File: src/rtl/vout_fpdlink.sv
// Y8 pixel-pair source to 42-bit FPD-Link parallel word with line/frame timing.
// Optional VOUT_FPDLINK_TESTPAT_EN adds a testpat input that replaces pixels with an hcnt ramp.
module vout_fpdlink #(
  parameter int unsigned H_ACTIVE = 800,
  parameter int unsigned H_FP     = 24,
  parameter int unsigned H_SYNC   = 40,
  parameter int unsigned H_BP     = 48,
  parameter int unsigned V_ACTIVE = 1200,
  parameter int unsigned V_FP     = 3,
  parameter int unsigned V_SYNC   = 6,
  parameter int unsigned V_BP     = 26
) (
  input  logic        clk,
  input  logic        rst,
  input  logic        en,
`ifdef VOUT_FPDLINK_TESTPAT_EN
  input  logic        testpat,
`endif
  input  logic        pix_valid,
  output logic        pix_ready,
  input  logic [15:0] pix_data,
  output logic        frame_start,
  output logic        underflow,
  output logic [41:0] dout
);

  localparam int unsigned CW           = 12;
  localparam int unsigned H_TOTAL      = H_ACTIVE + H_FP + H_SYNC + H_BP;
  localparam int unsigned V_TOTAL      = V_ACTIVE + V_FP + V_SYNC + V_BP;
  localparam int unsigned H_SYNC_START = H_ACTIVE + H_FP;
  localparam int unsigned H_SYNC_END   = H_SYNC_START + H_SYNC;
  localparam int unsigned V_SYNC_START = V_ACTIVE + V_FP;
  localparam int unsigned V_SYNC_END   = V_SYNC_START + V_SYNC;

  typedef enum logic {IDLE, RUN} state_t;

  state_t          state_q, state_d;
  logic [CW-1:0]   hcnt_q, hcnt_d, vcnt_q, vcnt_d;
  logic            frame_start_d;
  logic            h_last, v_last;
  logic            run, active, hs, vs, de, tp;
  logic [7:0]      y_even, y_odd;
  logic [5:0]      c_even, c_odd;
  logic [41:0]     word;

`ifdef VOUT_FPDLINK_TESTPAT_EN
  assign tp = testpat;
`else
  assign tp = 1'b0;
`endif

  // Next state and counter advance; counters only move while running
  always_comb begin
    state_d = state_q;
    hcnt_d  = '0;
    vcnt_d  = '0;
    h_last  = (hcnt_q == CW'(H_TOTAL - 1));
    v_last  = (vcnt_q == CW'(V_TOTAL - 1));
    case (state_q)
      IDLE: begin
        if (en) state_d = RUN;
      end
      RUN: begin
        if (h_last) begin
          if (v_last) begin
            if (!en) state_d = IDLE;
          end else begin
            vcnt_d = vcnt_q + CW'(1);
          end
        end else begin
          hcnt_d = hcnt_q + CW'(1);
          vcnt_d = vcnt_q;
        end
      end
      default: state_d = IDLE;
    endcase
    frame_start_d = (state_d == RUN) && (hcnt_d == '0) && (vcnt_d == '0);
  end

  assign run       = (state_q == RUN);
  assign active    = (hcnt_q < CW'(H_ACTIVE)) && (vcnt_q < CW'(V_ACTIVE));
  assign hs        = run && (hcnt_q >= CW'(H_SYNC_START)) && (hcnt_q < CW'(H_SYNC_END));
  assign vs        = run && (vcnt_q >= CW'(V_SYNC_START)) && (vcnt_q < CW'(V_SYNC_END));
  assign de        = run && active;
  assign pix_ready = de && !tp;

  // Pixel source selection: ramp, black on starvation, or the incoming pair
  always_comb begin
    y_even = 8'h00;
    y_odd  = 8'h00;
    if (de) begin
      if (tp) begin
        y_even = hcnt_q[7:0];
        y_odd  = hcnt_q[7:0];
      end else if (pix_valid) begin
        y_even = pix_data[15:8];
        y_odd  = pix_data[7:0];
      end
    end
    c_even = y_even[7:2];
    c_odd  = y_odd[7:2];
  end

  // R=G=B grey expanded into the 6-lane bit map
  always_comb begin
    word        = '0;
    word[40:35] = c_odd;
    word[32:28] = c_odd[5:1];
    word[41]    = c_odd[0];
    word[24:21] = c_odd[5:2];
    word[34:33] = c_odd[1:0];
    word[19:14] = c_even;
    word[11:7]  = c_even[5:1];
    word[20]    = c_even[0];
    word[3:0]   = c_even[5:2];
    word[13:12] = c_even[1:0];
    word[25]    = hs;
    word[26]    = vs;
    word[27]    = de;
    word[4]     = hs;
    word[5]     = vs;
    word[6]     = de;
  end

  always_ff @(posedge clk) begin
    if (rst) begin
      state_q     <= IDLE;
      hcnt_q      <= '0;
      vcnt_q      <= '0;
      frame_start <= 1'b0;
      underflow   <= 1'b0;
      dout        <= '0;
    end else begin
      state_q     <= state_d;
      hcnt_q      <= hcnt_d;
      vcnt_q      <= vcnt_d;
      frame_start <= frame_start_d;
      underflow   <= underflow | (pix_ready & ~pix_valid);
      dout        <= word;
    end
  end

endmodule

File: config.mk
export PLATFORM = sky130hd
export DESIGN_NAME = vout_fpdlink
export DESIGN_NICKNAME = d
export VERILOG_FILES = /design/src/rtl/vout_fpdlink.sv
export SDC_FILE = /design/constraint.sdc
export NUM_CORES = 1
export LEC_CHECK = 0
export ABC_AREA = 0
export CORE_ASPECT_RATIO = 1.5
export CORE_MARGIN = 8
export CORE_UTILIZATION = 45
export CTS_BUF_LIST = sky130_fd_sc_hd__clkbuf_8 sky130_fd_sc_hd__clkbuf_16
export DETAILED_ROUTE_END_ITERATION = 10
export PLACE_DENSITY_LB_ADDON = 0.3
export SLEW_MARGIN = 25
export SYNTH_ARGS = -nofsm -noshare
export SYNTH_HDL_FRONTEND = slang
export SYNTH_SLANG_ARGS = --single-unit
File: constraint.sdc
create_clock -name clk -period 5.6 [get_ports clk]
set_input_delay 1.4 -clock clk [delete_from_list [all_inputs] [get_ports clk]]
set_output_delay 1.4 -clock clk [all_outputs]
set_load 0.05 [all_outputs]
==> metrics.txt <==
GPL Wtd Cong around 0.93; Post-Syn Nets 294; largest net degree at the start of global routing 14; Slew Limit Fails 0; Final Hold Fails 0; Initial Util 0.456; I/O Buffers 60; clk_skew 0.00784 ns; Worst Hold Class reg -> reg; post-CTS setup repair buffer count 0; Max-slew headroom 0.574; dpl cell area 0.00269 mm^2; Post-Route WL between 5000 and 6000 um; ys flop type dfxtp_1; Final Critical Period roughly 3.9 ns; n_diodes 0; ratio of cells with drive above 1 in the final layout 0.0512; DRC viols 0; Critical Path Start Type flop; antenna violations before repair 0; top layer in use met4; die height just over 100 um; unrepaired setup endpoints after global routing no; Syn-to-layout area delta 21.7%; CTS tree yes; Distinct cells, synth a little over 50; setup_tns 0 ns; worst hold slack 0.528 ns; Routed WL per cell about 14 um; cell with the most instances after synthesis dfxtp_1; Sinks on Clock Net 42; fmax between 200 and 300 MHz; Die X roughly 74 um; Vias/cell ~5; critical path data required time about 4.2 ns; routed wl met3 approximately 260 um; Ports between 60 and 70; Core Rows 32; CP Capture Type primary output; gr usage total 0.139; Arr. time, crit path about 2.5 ns; power per cell area between 200 and 250 mW/mm^2; Worst-Skew Late Latency slightly below 0.3 ns; met2 wire len 2950 um; Root Buffer clkbuf_8; worst ir drop on vdd about 0.00011 V; Synth top cells by count dfxtp_1, nor2_1, buf_4; H-tree depth 2; met1 WL about 1900 um; Final HPWL DP just over 4000 um; yosys warns 0; Seq cells post-synth 42; Post-Syn Instances 270; vias in the first global route between 1500 and 2000; Final Cell Area around 0.0028 mm^2; setup violators final 0; max_cap viols 0; DR pass1 iterations 4; DP Cell Count around 350; WS Path Type reg -> out; actual slew at the worst max-slew pin around 0.63 ns; clk buf depth 2; top cells by area, synth dfxtp_1, buf_4, xnor2_1; routed vias around 1800; antenna viol nets, final 0; cts bufs inserted 5; grt ovf 0; crit share post-route 0.697; die area approximately 0.0077 mm^2; DRT iter0 DRCs 88; Avg Synthesized Cell Area about 8.5 um^2; Core ar. roughly 0.005 mm^2; share of the synthesized area in the top cell type 0.368; first-pass GRT wire length slightly above 8000 um; cell taking the most area after synthesis dfxtp_1; status completed; Final Non-Filler Cells approximately 360; Mapped Area 0.00228 mm^2; cts-stage hold buffer count 0; post-CTS sizing 0; Leakage 0.000964 uW; ys async rst share 0; post-synthesis sequential area ratio 0.368; final-stage net count between 300 and 400; number of synthesized flops with an enable pin 0; critical path peak fanout 7; clock transition at the registers of the reported paths approximately 0.08 ns
==> path summary, 6_finish.rpt <==
kind                            depth (start not counted)       from          end  slack (ns)
worst max register to register                          7  hcnt_q[0]  frame_start        3.05
worst max-delay path                                    6  vcnt_q[4]    pix_ready        1.69
worst min register to register                          1  hcnt_q[0]    hcnt_q[0]        0.53
worst min-delay path                                    1  hcnt_q[0]    hcnt_q[0]        0.53
==> report_power, final <==
part	total, uW	internal [uW]	switching, uW
clock	191	86.2	104
sequential	306	303	3.55
combinational	69.2	27.6	41.6
total	566	417	150
==> routing by layer <==
| layer | vias to the layer above | GRT usage |
|---|---|---|
| li1 | 932 | - |
| met3 | 8 | 0.0319 |
| met2 | 37 | 0.260 |
| met1 | 837 | 0.137 |
| met4 | 0 | 0.0680 |
| met5 | - | 0 |
==> area by class of cell <==
type / count / area, um^2
inverter: 10 / 37.5
sequential: 42 / 841
timing repair buffer: 60 / 601
fill: 478 / 2220
clock buffer: 5 / 68.8
tap: 68 / 85.1
clock inverter: 3 / 17.5
multi-input combinational: 173 / 1130
==> cells in the final DEF, fill, tap and decap left out, drive strengths merged, types with 2 or more instances in the layout <==
master	count
nor2	33
clkbuf	5
ha	4
clkdlybuf4s50	60
or3	3
nor4b	3
nor3	6
a21oi	3
a211oi	2
a221oi	2
or2	2
nand2b	3
dfxtp	42
nor4	6
and3	5
o31ai	2
inv	11
nor2b	3
o21ai	4
xor2	9
nand2	11
clkinv	2
and2	15
mux2i	2
nand3	9
nand4	10
xnor2	17
==> logic make-up after synthesis <==
group	count (synthesis)	synth area share
DFF	42	0.368
and+or+nand+nor	116	0.281
xor gates and xnor gates	26	0.0997
buffers and inverters	55	0.139
AOI/OAI and AO/OA	24	0.0767
muxes	3	0.0137
adders and majority gates	4	0.0219
==> critical path: stages, from the launching register on <==
cell and delay (ns):
dfxtp_1 0.39, and2_1 0.24, a21o_1 0.19, a211oi_1 0.24
o221ai_1 0.25, inv_1 0.10, clkdlybuf4s50_1 0.81
==> stage by stage <==
stage,total power (uW),utilization,setup slack [ns]
2_1_floorplan,360,-,2.74
3_3_place_gp,383,0.538,2.02
3_5_place_dp,383,0.538,2.04
4_1_cts,573,0.555,1.70
5_1_grt,587,0.556,1.53
6_report,566,0.556,1.69
==> state kept, by name (all words and copies together), names as in the netlist <==
register,count
dout,15
hcnt_q,12
vcnt_q,12
frame_start,1
run,1
underflow,1
(Power assumes the default switching activity.)
